<file path="config.mk">
export PLATFORM = sky130hd
export DESIGN_NAME = top_lab_2
export DESIGN_NICKNAME = d
export VERILOG_FILES = /design/src/rtl/top_lab_2.sv
export SDC_FILE = /design/constraint.sdc
export NUM_CORES = 1
export LEC_CHECK = 0
export ABC_AREA = 1
export BUFFER_PORTS_ARGS = -buffer_cell sky130_fd_sc_hd__buf_2
export CAP_MARGIN = 20
export CORE_UTILIZATION = 59
export CTS_CLUSTER_DIAMETER = 150
export CTS_CLUSTER_SIZE = 14
export DETAILED_ROUTE_END_ITERATION = 8
export GPL_TIMING_DRIVEN = 0
export PLACE_DENSITY = 0.85
export SLEW_MARGIN = 40
export SYNTH_ARGS = -nofsm -noshare
export SYNTH_HDL_FRONTEND = slang
export SYNTH_SLANG_ARGS = --single-unit
export TNS_END_PERCENT = 30
</file>
<file path="constraint.sdc">
create_clock -name clkin -period 4.6 [get_ports clkin]
set_input_delay 0.92 -clock clkin [delete_from_list [all_inputs] [get_ports clkin]]
set_output_delay 0.92 -clock clkin [all_outputs]
set_load 0.02 [all_outputs]
</file>
<file path="src/rtl/top_lab_2.sv">
// Basys 3 sign-changer top: shows switch value N (or -N) as sign plus hex magnitude.
// Optional INPUT_SYNC_EN adds a two-flop synchronizer ahead of the input register.
module top_lab_2 #(
    parameter int SCAN_BITS = 17
) (
    input  logic        clkin,
    input  logic        btnR,
    input  logic [15:0] sw,
    input  logic        btnU,
    output logic [6:0]  seg,
    output logic [3:0]  an,
    output logic        dp,
    output logic [15:0] led
);

    logic [8:0]           w_capture;
    logic [7:0]           r_n;
    logic                 r_neg;
    logic [7:0]           w_v;
    logic                 w_s;
    logic [7:0]           w_m;
    logic [SCAN_BITS-1:0] r_cnt;
    logic [1:0]           w_k;
    logic [6:0]           w_pat;
    logic [3:0]           w_anNext;
    logic [6:0]           r_seg;
    logic [3:0]           r_an;
    logic                 w_unusedSw;

    assign w_unusedSw = ^sw[15:8];

`ifdef INPUT_SYNC_EN
    logic [8:0] r_sync1;
    logic [8:0] r_sync2;

    always_ff @(posedge clkin) begin
        if (btnR) begin
            r_sync1 <= '0;
            r_sync2 <= '0;
        end else begin
            r_sync1 <= {btnU, sw[7:0]};
            r_sync2 <= r_sync1;
        end
    end

    assign w_capture = r_sync2;
`else
    assign w_capture = {btnU, sw[7:0]};
`endif

    always_ff @(posedge clkin) begin
        if (btnR) begin
            r_n   <= '0;
            r_neg <= 1'b0;
        end else begin
            r_n   <= w_capture[7:0];
            r_neg <= w_capture[8];
        end
    end

    // 0x80 negates to itself, so its magnitude is still 0x80 with the sign set.
    assign w_v = r_neg ? (~r_n + 8'd1) : r_n;
    assign w_s = w_v[7];
    assign w_m = w_s ? (~w_v + 8'd1) : w_v;

    assign led = {w_v[7], 7'b0000000, w_v};
    assign dp  = 1'b1;

    function automatic logic [6:0] hexSeg(input logic [3:0] h);
        logic [6:0] p;
        case (h)
            4'h0: p = 7'b1000000;
            4'h1: p = 7'b1111001;
            4'h2: p = 7'b0100100;
            4'h3: p = 7'b0110000;
            4'h4: p = 7'b0011001;
            4'h5: p = 7'b0010010;
            4'h6: p = 7'b0000010;
            4'h7: p = 7'b1111000;
            4'h8: p = 7'b0000000;
            4'h9: p = 7'b0010000;
            4'hA: p = 7'b0001000;
            4'hB: p = 7'b0000011;
            4'hC: p = 7'b1000110;
            4'hD: p = 7'b0100001;
            4'hE: p = 7'b0000110;
            default: p = 7'b0001110;
        endcase
        return p;
    endfunction

    assign w_k      = r_cnt[SCAN_BITS-1:SCAN_BITS-2];
    assign w_anNext = ~(4'b0001 << w_k);

    always_comb begin
        w_pat = 7'b1111111;
        case (w_k)
            2'd0: w_pat = hexSeg(w_m[3:0]);
            2'd1: w_pat = hexSeg(w_m[7:4]);
            2'd2: w_pat = w_s ? 7'b0111111 : 7'b1111111;
            default: w_pat = 7'b1111111;
        endcase
    end

    // seg and an are registered together so a digit never shows its neighbour's pattern.
    always_ff @(posedge clkin) begin
        if (btnR) begin
            r_cnt <= '0;
            r_seg <= 7'b1000000;
            r_an  <= 4'b1110;
        end else begin
            r_cnt <= r_cnt + 1'b1;
            r_seg <= w_pat;
            r_an  <= w_anNext;
        end
    end

    assign seg = r_seg;
    assign an  = r_an;

endmodule

</file>
# == Word level (Yosys, flattened, before mapping) ==
# Memory sizes are Yosys's and may differ from the RTL's.
# Index checks and enable logic that the tools add are counted.
# classes
reduce_logical,1
n_bitwise,3
shift,1
add_sub_neg,3
n_mux,4
n_eq_ne,2
# op_table
operator,n
7-bit case mux with 3 select lines,1
"17-bit by 1-bit adder with 17-bit output, second input constant",1
"8-bit by 1-bit adder with 8-bit output, second input constant",2
8-bit two-way mux,2
8-bit NOT,2
7-bit two-way mux,1
4-bit NOT,1
"1-bit by 2-bit << shifter with 4-bit output, first input constant",1
"2-bit by 1-bit equality test with 1-bit output, second input constant",1
"2-bit equality test, second input constant",1
2-bit logical NOT,1
# totals
out_inout_bits,28
romBits,224
n_memories,2
elab_cells,21
input_bits,19
ff_bits,37
# memory_table
name,depth,width,read_ports,rd_clocked_by_memory_dff,wr,line_no,rtl
(name not given),16,7,1,0,0,71,case (h)
(name not given),16,7,1,0,0,71,

# == Logic depth before layout (Yosys ltp) ==
# Gate-level depths: netlist (run 1).
# An unclocked memory read counts as a cell.
# logic_depth
word_depth,8
mapped_depth,18
depth_no_buf,18

# == Worst setup path after synthesis (run 1) ==
# Ideal clock, no wire load.
# synth_path
kind,flip-flop to flip-flop
from,register r_n[0]
to,"register r_seg[5], in the netlist seg[5]"
setup_ps,125
period_less_slack_ps,2501
path_stages_with_launch,18
arrival_time_ps,2376
n_path_buf,0
path_slack_ps,2099
required_time_ps,4475
cell_sequence,dfxtp_1 > inv_1 > ha_1 > nand2_2 > o21ai_2 > inv_1 > ha_1 > inv_1 > nand2_1 > o21ai_2 > inv_1 > ha_1 > nand3_1 > nand2_1 > nor2_1 > nor2_1 > nor2_1 > a21oi_2
# synth_via
elab_chain_len,8
word_cells_on_any_way,9
classes_between,add/sub: 2; mux: 3; bitwise: 2; memory: 2
# synth_rtl
item,line_no,rtl
"start, declared",17,logic [7:0] r_n;
"start signal, assigned",56,r_n <= w_capture[7:0];
8-bit NOT *,62,assign w_v = r_neg ? (~r_n + 8'd1) : r_n;
8-bit by 1-bit adder with 8-bit output *,62,
8-bit two-way mux *,62,
via led[1],13,output logic [15:0] led
8-bit NOT,64,assign w_m = w_s ? (~w_v + 8'd1) : w_v;
8-bit by 1-bit adder with 8-bit output,64,
8-bit two-way mux *,64,
memory 16 x 7 bit,-,
7-bit case mux with 3 select lines *,97,case (w_k)
"end signal, assigned",113,r_seg <= w_pat;
"end, declared",26,logic [6:0] r_seg;
# The timed path passes the listed nets; every way through them passes the cells marked *.
# A chain may end at the register's enable or synchronous reset.

# == Final worst setup path (run 1) ==
# layout_path
from,register r_n[0]
to,output led[15]
# layout_via
elab_chain_len,3
# layout_rtl
item,line_no
8-bit NOT,62
8-bit by 1-bit adder with 8-bit output,62
8-bit two-way mux,62
"end, declared",13
# Every way passes these cells.

==> flow_summary.json, run 1 <==
{
  "pre_cts_ws_ps": 1850,
  "peakVddDrop_mv": 0.209,
  "grt_max_degree": 13,
  "drv_slew": 0,
  "wl_met1_mm": 2.08,
  "finalWorstSetupSlack_ps": 1800,
  "drt_pass1_iterations": 4,
  "initial_core_util": 0.621,
  "dp_hpwl_mm": 3.41,
  "rows": 22,
  "max_freq_ghz": 0.358,
  "fin_skew_ps": 8.05,
  "timing.final.crit_share": 0.608,
  "slowest_delay_ps": 470,
  "htree_num_levels": 2,
  "dpl_cell_area_um2": 2520,
  "crit_path_frequent_cell": "nand2_2",
  "gp_congestion": 0.877,
  "grt_pass1_wl_mm": 7.65,
  "cp-end-kind": "output pin",
  "synthMuxAreaShare": 0,
  "yosysSeqAreaShare": 0.323,
  "yosys.area_share.simple": 0.377,
  "area.growth.synth_to_final_pct": 14.2,
  "die_x_um": 64.3,
  "maxCapViolations": 0,
  "tightest_slew_ps": 531,
  "die_area_um2": 4130,
  "ioPinCount": 47,
  "synth_xor_area_frac": 0.00383,
  "finalWorstPathRequiredPeriod_ps": 2800,
  "diodes": 0,
  "clk_pin_slew_ps": 70,
  "synth_edf_count": 0,
  "timing.slew.headroom": 0.645,
  "synthCells": 345,
  "synthAdderAreaFrac": 0.0710,
  "synth_ff_type": "dfxtp_1",
  "cts-root-buf": "clkbuf_8",
  "synth.distinct_cells": 28,
  "clock_latency_ps": 290,
  "final_common_cell": "nand2_1",
  "cts_hold_buf": 0,
  "wirelength_mm": 4.48,
  "cts_buffers": 5,
  "wl_met3_um": 191,
  "core_um2": 3690,
  "antenna_found_initial": 0,
  "ys_warn_count": 0,
  "cp_slowest_cell": "dfxtp_1",
  "crit_required_ps": 3680,
  "hold_depth": 1,
  "cts_tree": "yes",
  "synth_top_family_by_area": "simple AND/OR/NAND/NOR gates",
  "status": "completed",
  "post_cts_buffers": 0,
  "grt_pass1_vias": 1886,
  "grt_usage": 0.236,
  "powerDensity_nw_per_um2": 317,
  "path_cells": "inv_1 > nand2_2 > nand2_4 > nand3_1 > nand2_1 > nand2_2 > buf_6 > buf_4 > buf_2",
  "synth-seq-cells": 37,
  "layout-drive-gt1-share": 0.198,
  "cts.repair.resized": 0,
  "dp.cells": 428,
  "crit_path_start_kind": "flop",
  "syn-cell-area_um2": 2290,
  "path_max_fanout": 11,
  "wl_per_cell_um": 10.3,
  "drt-initial-drc-count": 81,
  "grt_setup_unrepaired": "no",
  "top_layer_used": "met4",
  "nNetsFinal": 419,
  "critical_path_class": "flop to output pin",
  "stdcell_count": 436,
  "vias": 2138,
  "met2_length_mm": 2.16,
  "drc_errors": 0,
  "cts_buffer_depth": 2,
  "final_cell_mix": "nand2_1 (79), inv_1 (49), nor2_1 (44), nand3_1 (37), dfxtp_1 (37)",
  "fin_area_um2": 2610,
  "portBuffers": 29,
  "setup_tns_ps": 0,
  "avgSynthCellArea_um2": 6.64,
  "finalHoldViolations": 0,
  "clock_sinks": 37,
  "viasPerCell": 4.90,
  "die-height_um": 64.3,
  "ff2ff_path_depth": 17,
  "gr-total-overflow": 0,
  "setup_violations": 0,
  "synth-async-reset-ratio": 0,
  "antenna_left": 0,
  "power_leakage_nw": 1.33,
  "hold_class": "flop to flop",
  "critPathArrivalTime_ps": 1880,
  "synth_compound_area_frac": 0.0885
}
## final timing paths
path,startpoint,end,slack [ps]
min reg2reg,r_cnt[0],r_cnt[0],450
min,r_cnt[0],r_cnt[0],450
max,r_n[0],led[15],1800
max reg2reg,r_n[0],seg[5],1810
## synth_stat cells (2+ instances only)
cell type | n | share of area
nand3_2 | 2 | 0.0087
inv_2 | 2 | 0.0033
nand2_4 | 4 | 0.020
nor3_2 | 2 | 0.0087
o21ai_0 | 13 | 0.028
nand4_1 | 2 | 0.0055
nor2_1 | 44 | 0.072
clkbuf_1 | 4 | 0.0066
a21oi_1 | 16 | 0.035
dfxtp_1 | 37 | 0.32
nor2_2 | 4 | 0.011
nand2_1 | 79 | 0.13
inv_1 | 49 | 0.080
o21ai_1 | 3 | 0.0066
nand2_2 | 9 | 0.025
nand3_1 | 37 | 0.081
nor3_1 | 2 | 0.0044
buf_4 | 10 | 0.033
ha_1 | 13 | 0.071
o21ai_2 | 3 | 0.011
conb_1 | 2 | 0.0033
buf_6 | 2 | 0.0098
## worst max-delay path, delay by kind of cell (launching register included)
family                 cells  cell delay [ps]
and+or+nand+nor            5              490
DFF                        1              470
buffers and inverters      4              640
## per-stage QoR
| step | util | power [mW] | hold slack, ps |
|---|---|---|---|
| floorplan | - | 0.544 | 418 |
| finish | 0.709 | 0.828 | 453 |
| detailed placement | 0.682 | 0.595 | 438 |
| CTS | 0.709 | 0.830 | 454 |
| global placement | 0.682 | 0.589 | 428 |
| global route | 0.709 | 0.882 | 474 |
## cells by family (layout without fill, tap and decap cells)
family                     count (synthesis)  count (layout)
buffers and inverters                     67             104
and+or+nand+nor                          188             188
AOI/OAI and AO/OA                         37              37
DFF                                       37              37
other                                      2               8
xor gates and xnor gates                   1               1
adders and majority gates                 13              13
## cell type report
cell class              count  area (µm²)
multi-input cells         247        1270
well taps                  48        60.1
clock inverters             2        13.8
clock buffers               6        82.6
plain buffers              16         113
fillers                   330        1070
flip-flops and latches     37         741
repair buffers             29         145
inverters                  51         191
## sequential cells by signal (all words and copies together) (netlist names)
| register | flops |
|---|---|
| r_cnt | 17 |
| an | 4 |
| seg | 7 |
| r_n | 8 |
| r_neg | 1 |
## report_power, final
group / switching, mW / internal [mW] / leakage [nW] / total [mW]
Sequential: 0.00732 / 0.336 / 0.303 / 0.344
Combinational: 0.161 / 0.0864 / 0.975 / 0.248
Clock: 0.116 / 0.121 / 0.0512 / 0.237
## layer usage
layer | track usage | vias to the layer above
met5 | 0 | -
met4 | 0.0667 | 0
met3 | 0.0482 | 6
met2 | 0.424 | 53
met1 | 0.281 | 927
li1 | - | 1152
No activity file was read; power rests on OpenSTA's default activity.
==> run 2, diff against run 1 <==
ABC_AREA = 0   (was 1)
CORE_UTILIZATION = 50   (was 59)
PLACE_DENSITY = 0.76   (was 0.85)
clock period = 2.5 ns   (was 4.6 ns; I/O delays follow)
==> flow_summary.json, run 2 <==
{
  "clock_sinks": 37,
  "grt_usage": 0.234,
  "synth.distinct_cells": 65,
  "wirelength_mm": 5.61,
  "finalHoldViolations": 0,
  "ys_warn_count": 0,
  "utilization": 0.709,
  "crit_path_frequent_cell": "buf_4",
  "clkPwrFrac": 0.328,
  "critical_path_class": "flop to flop",
  "synth-async-reset-ratio": 0,
  "nNetsFinal": 369,
  "p_comb_frac": 0.317,
  "dp_hpwl_mm": 3.74,
  "hold_class": "input port to flop",
  "powerDensity_nw_per_um2": 565,
  "gp_congestion": 0.870,
  "cts-root-buf": "clkbuf_8",
  "synthAdderAreaFrac": 0.0686,
  "cts_tree": "yes",
  "max_freq_ghz": 0.365,
  "yosys.area.top_type_share": 0.313,
  "syn-cell-area_um2": 2370,
  "p_int_mw": 1.22,
  "clock_latency_ps": 290,
  "avgSynthCellArea_um2": 8.78,
  "path_cells": "inv_4 > ha_4 > buf_4 > nor4bb_2 > o31a_1 > a32oi_2 > xor2_2 > buf_4 > nor4_2 > a2111oi_2 > a311oi_1",
  "antenna_found_initial": 0,
  "crit_required_ps": 2690,
  "maxCapViolations": 0,
  "antenna_left": 0,
  "yosysSeqAreaShare": 0.313,
  "fin_area_um2": 3150,
  "ys_top_cells_by_area": "dfxtp_1 (31%), ha_1 (6.9%), xor2_1 (5.2%), nor2b_1 (3.7%), nor2_1 (3.5%)",
  "crit_path_start_kind": "flop",
  "initial_core_util": 0.533,
  "grt_pass1_vias": 2072,
  "synth_top_family_by_area": "simple AND/OR/NAND/NOR gates",
  "viasPerCell": 5.52,
  "synth_top_area_cell": "dfxtp_1",
  "hold_depth": 2,
  "final_common_cell": "buf_4",
  "finalWorstPathRequiredPeriod_ps": 2740,
  "status": "complete, but fails checks",
  "vias": 2152,
  "drv_slew": 0,
  "cp_slowest_cell": "dfxtp_4",
  "crit_family": "compound AO/OA/AOI/OAI gates",
  "cts_buffer_depth": 2,
  "regMostFlops": "r_cnt",
  "cts_buffers": 5,
  "drc_errors": 0,
  "path_buf_inv": 3,
  "synth_edf_count": 0,
  "die_x_um": 70.8,
  "synth_ff_type": "dfxtp_1",
  "layout-drive-gt1-share": 0.364,
  "final_cell_mix": "buf_4 (35), dfxtp_1 (34), buf_2 (29), nor2_1 (21), nor2b_1 (14)",
  "grt_max_degree": 14,
  "synthCells": 270,
  "ioPinCount": 47,
  "power_switching_uw": 560,
  "timing.slew.headroom": 0.557,
  "area.growth.synth_to_final_pct": 33.1,
  "fin_skew_ps": 16.5,
  "power_leakage_nw": 1.33,
  "cp-end-kind": "flop",
  "switching_share": 0.314,
  "drt_pass1_iterations": 6,
  "violations": "setup timing",
  "dpl_cell_area_um2": 2690,
  "largest_register_ffs": 17,
  "slowest_delay_ps": 380,
  "finalWorstSetupSlack_ps": -239,
  "grt_pass1_wl_mm": 9.43,
  "path_max_fanout": 6,
  "synthMuxAreaShare": 0.0227,
  "power_frac_seq": 0.356,
  "clk_pin_slew_ps": 80,
  "drt-initial-drc-count": 104,
  "synth_common_cells": "dfxtp_1 (37), nor2_1 (22), inv_1 (14), nor2b_1 (14), xor2_1 (14)",
  "synth-seq-cells": 37,
  "wl_per_cell_um": 14.4,
  "gr-total-overflow": 0,
  "rows": 24,
  "htree_num_levels": 2,
  "ff2ff_path_depth": 11,
  "cp_num_cells": 11,
  "die_area_um2": 5020,
  "synth_most_common_cell": "dfxtp_1",
  "synth_xor_area_frac": 0.0839,
  "synth_compound_area_frac": 0.183,
  "peakVddDrop_mv": 0.395,
  "die-height_um": 70.8,
  "grt_setup_unrepaired": "yes",
  "setup_violations": 7,
  "diodes": 0,
  "yosys.area_share.simple": 0.248,
  "portBuffers": 30,
  "tightest_slew_ps": 661,
  "critPathArrivalTime_ps": 2930,
  "core_um2": 4440,
  "timing.final.crit_share": 1.10
}
## run 2: cell types whose count changed in the layout (fill, tap and decap cells not counted), sizes merged, moves of 6 or more
cell	previous run	this run
a21oi	17	11
buf	41	68
inv	51	16
nand2	92	11
nand3	39	10
nor2	48	22
nor2b	0	14
o21ai	19	6
xnor2	0	6
xor2	1	15
## run 2: metrics by stage
step / setup WS, ps / TNS [ps] / total power [mW] / instances / hold WS, ps
after floorplan: -158 / -682 / 0.998 / 276 / 413
after global placement: -495 / -2460 / 1.09 / 358 / 427
after detailed placement: -594 / -2950 / 1.10 / 358 / 434
after CTS: -132 / -666 / 1.76 / 390 / 413
after global routing: -331 / -1940 / 1.86 / 390 / 412
final: -239 / -1270 / 1.78 / 390 / 415
## run 2: worst paths after layout
kind / start / to / slack, ps
min reg2reg: r_cnt[0] / r_cnt[0] / 460
max reg2reg: r_n[1] / seg[3] / -240
min: sw[2] / r_n[2] / 420
max: r_n[1] / seg[3] / -240
## run 2: layout make-up
cell class | instances | area [µm²]
clock inverter | 2 | 38.8
tap | 52 | 65.1
buffer | 19 | 138
timing repair buffer | 55 | 348
sequential | 37 | 749
multi-input combinational | 204 | 1660
clock buffer | 6 | 93.8
fill | 327 | 1290
inverter | 15 | 63.8
## run 2: power groups by stage
stage	sequential, mW	clock [mW]	combinational (mW)
2_1_floorplan	0.666	0	0.331
5_1_grt	0.638	0.613	0.610
3_3_place_gp	0.649	0	0.441
3_5_place_dp	0.650	0	0.448
6_report	0.634	0.584	0.564
4_1_cts	0.633	0.587	0.545
## run 2: repair_timing
action,in CTS,in global routing
gates resized for setup,25,5
pin swaps,18,6
endpoints found under the setup margin,9,9
hold buffers,0,0
setup buffers,25,0
## run 2: cell families (layout without fill, tap and decap cells)
| group | count (synthesis) | count (layout) |
|---|---|---|
| AOI/OAI and AO/OA | 57 | 57 |
| xor gates and xnor gates | 21 | 21 |
| adders and majority gates | 13 | 13 |
| buffers and inverters | 35 | 97 |
| DFF | 37 | 37 |
| muxes | 5 | 5 |
| other | 2 | 8 |
| and+or+nand+nor | 100 | 100 |
## run 2: worst register-to-register path, delay by kind of cell, from the launching register on
| family | cells | cell delay [ps] |
|---|---|---|
| compound gates | 4 | 840 |
| simple gates | 2 | 680 |
| flops | 1 | 380 |
| buf+inv | 3 | 360 |
| xor+xnor | 1 | 210 |
| fa+ha+maj | 1 | 170 |
## run 2: layer usage
layer	vias up	share of wire	GRT usage
li1	1078	-	-
met2	55	0.50	0.424
met5	-	0	0
met3	6	0.032	0.0484
met1	1013	0.46	0.283
met4	0	0.0082	0.0556
==> run 3, diff against run 2 <==
CORE_ASPECT_RATIO = 0.8   (was unset)
SETUP_SLACK_MARGIN = 0.5   (was unset)
==> flow_summary.json, run 3 (synthesis gave the netlist of run 2 again) <==
{
  "cts_hold_buf": 0,
  "die_x_um": 79.0,
  "viasPerCell": 5.59,
  "timing.rr.end": "seg[5]",
  "multi_input_area_um2": 1780,
  "clk_pin_slew_ps": 90,
  "crit_start": "r_n[0]",
  "status": "complete, but fails checks",
  "area.growth.synth_to_final_pct": 41.6,
  "clkPwrFrac": 0.243,
  "regMostFlops": "r_cnt",
  "clock_latency_ps": 300,
  "power_switching_uw": 621,
  "dpl_cell_area_um2": 2700,
  "cts_buffer_depth": 2,
  "max_freq_ghz": 0.355,
  "cts_tree": "yes",
  "path_max_fanout": 4,
  "setup_violations": 7,
  "antenna_left": 0,
  "die_area_um2": 5020,
  "timing.final.crit_share": 1.13,
  "initial_core_util": 0.519,
  "ff2ff_path_depth": 11,
  "cp-end-kind": "flop",
  "powerDensity_nw_per_um2": 523,
  "violations": "setup timing",
  "met2_length_mm": 2.97,
  "grt_usage": 0.236,
  "hold_depth": 2,
  "min_from": "sw[4]",
  "grt_pass1_vias": 1958,
  "fill_cells": 337,
  "drc_errors": 0,
  "nNetsFinal": 379,
  "grt_pass1_wl_mm": 9.17,
  "htree_num_levels": 2,
  "final_cell_mix": "buf_4 (45), dfxtp_1 (33), buf_2 (25), nor2_1 (20), nor2b_1 (14)",
  "timing.slew.headroom": 0.445,
  "vias": 2281,
  "dp_hpwl_mm": 3.78,
  "crit_required_ps": 2650,
  "drt-initial-drc-count": 146,
  "hold_end": "r_n[4]",
  "finalWorstSetupSlack_ps": -320,
  "wl_met3_um": 435,
  "antenna_found_initial": 0,
  "top_layer_used": "met4",
  "grt_setup_unrepaired": "yes",
  "ioPinCount": 47,
  "maxCapViolations": 0,
  "grt_max_degree": 13,
  "power_leakage_nw": 1.38,
  "regToRegStartpoint": "r_n[0]",
  "tightest_slew_ps": 826,
  "p_comb_frac": 0.395,
  "hold_class": "input port to flop",
  "wl_met1_mm": 2.65,
  "power_frac_seq": 0.363,
  "cts-root-buf": "clkbuf_8",
  "crit_path_start_kind": "flop",
  "die-height_um": 63.6,
  "final_common_cell": "buf_4",
  "wl_per_cell_um": 15.1,
  "critical_path_class": "flop to flop",
  "finalWorstPathRequiredPeriod_ps": 2820,
  "ff_latch_area_um2": 751,
  "cts_buffers": 5,
  "drv_slew": 0,
  "peakVddDrop_mv": 0.453,
  "layout-drive-gt1-share": 0.437,
  "power_mw": 1.75,
  "core_um2": 4570,
  "gp_congestion": 0.904,
  "drt_pass1_iterations": 4,
  "whs_ps": 398,
  "utilization": 0.734,
  "finalHoldViolations": 0,
  "fin_skew_ps": 13.4,
  "gr-total-overflow": 0,
  "diodes": 0,
  "fin_area_um2": 3350,
  "portBuffers": 30,
  "wirelength_mm": 6.15,
  "switching_share": 0.354,
  "rows": 22,
  "clock_sinks": 37,
  "rrSetupSlack_ps": -320,
  "p_int_mw": 1.13,
  "largest_register_ffs": 17,
  "critPathArrivalTime_ps": 2970
}
-- run 3: changes by cell type in the layout (fill, tap and decap cells not counted), sizes merged --
cell and change:
buf +10, bufinv -1, clkbuf -1, clkinv +2, clkinvlp +1, inv -1
-- run 3: worst max path at each step --
stage	end	cells past startpoint	slack, ps
after floorplan	seg[3]	11	-160
after global placement	seg[6]	10	-400
after detailed placement	seg[3]	9	-450
after CTS	seg[3]	11	-270
after global routing	seg[4]	10	-450
final	seg[5]	11	-320
-- run 3: power groups by stage --
stage,clock [mW],sequential (mW),combinational [mW]
floorplan,0,0.666,0.331
global placement,0,0.650,0.441
detailed placement,0,0.650,0.450
CTS,0.427,0.635,0.565
global route,0.465,0.639,0.738
finish,0.425,0.636,0.692
-- run 3: stage by stage --
stage | cells | setup TNS, ps | worst slack [ps]
finish | 408 | -1690 | -320
global route | 408 | -2560 | -453
CTS | 397 | -996 | -265
detailed placement | 366 | -2540 | -451
global placement | 366 | -2350 | -397
floorplan | 276 | -563 | -158
-- run 3: critical path, stage by stage (launching register included) --
cell	delay, ps
dfxtp_4	370
buf_12	130
nor4_4	230
buf_4	180
a21boi_4	70
and2_4	160
buf_6	120
buf_4	130
or4_4	560
or4_1	530
o41ai_1	90
nor4_1	100
-- run 3: layer usage --
metal  track usage  vias to the layer above
met4        0.0659                        0
met1         0.307                     1068
met3        0.0841                       16
met5             0                        -
li1              -                     1105
met2         0.367                       92
-- run 3: timing repair --
item	CTS	global route
setup buffers	23	11
gates resized for setup	33	28
setup endpoints to repair	14	14
pin swaps	10	19
-- run 3: final cells by class --
type | count | area share
Multi-Input combinational cell | 204 | 0.531
Timing Repair Buffer | 64 | 0.133
Clock buffer | 5 | 0.0205
Sequential cell | 37 | 0.224
Buffer | 20 | 0.0444
Inverter | 15 | 0.0198
Tap cell | 60 | 0.0224
Clock inverter | 3 | 0.00522
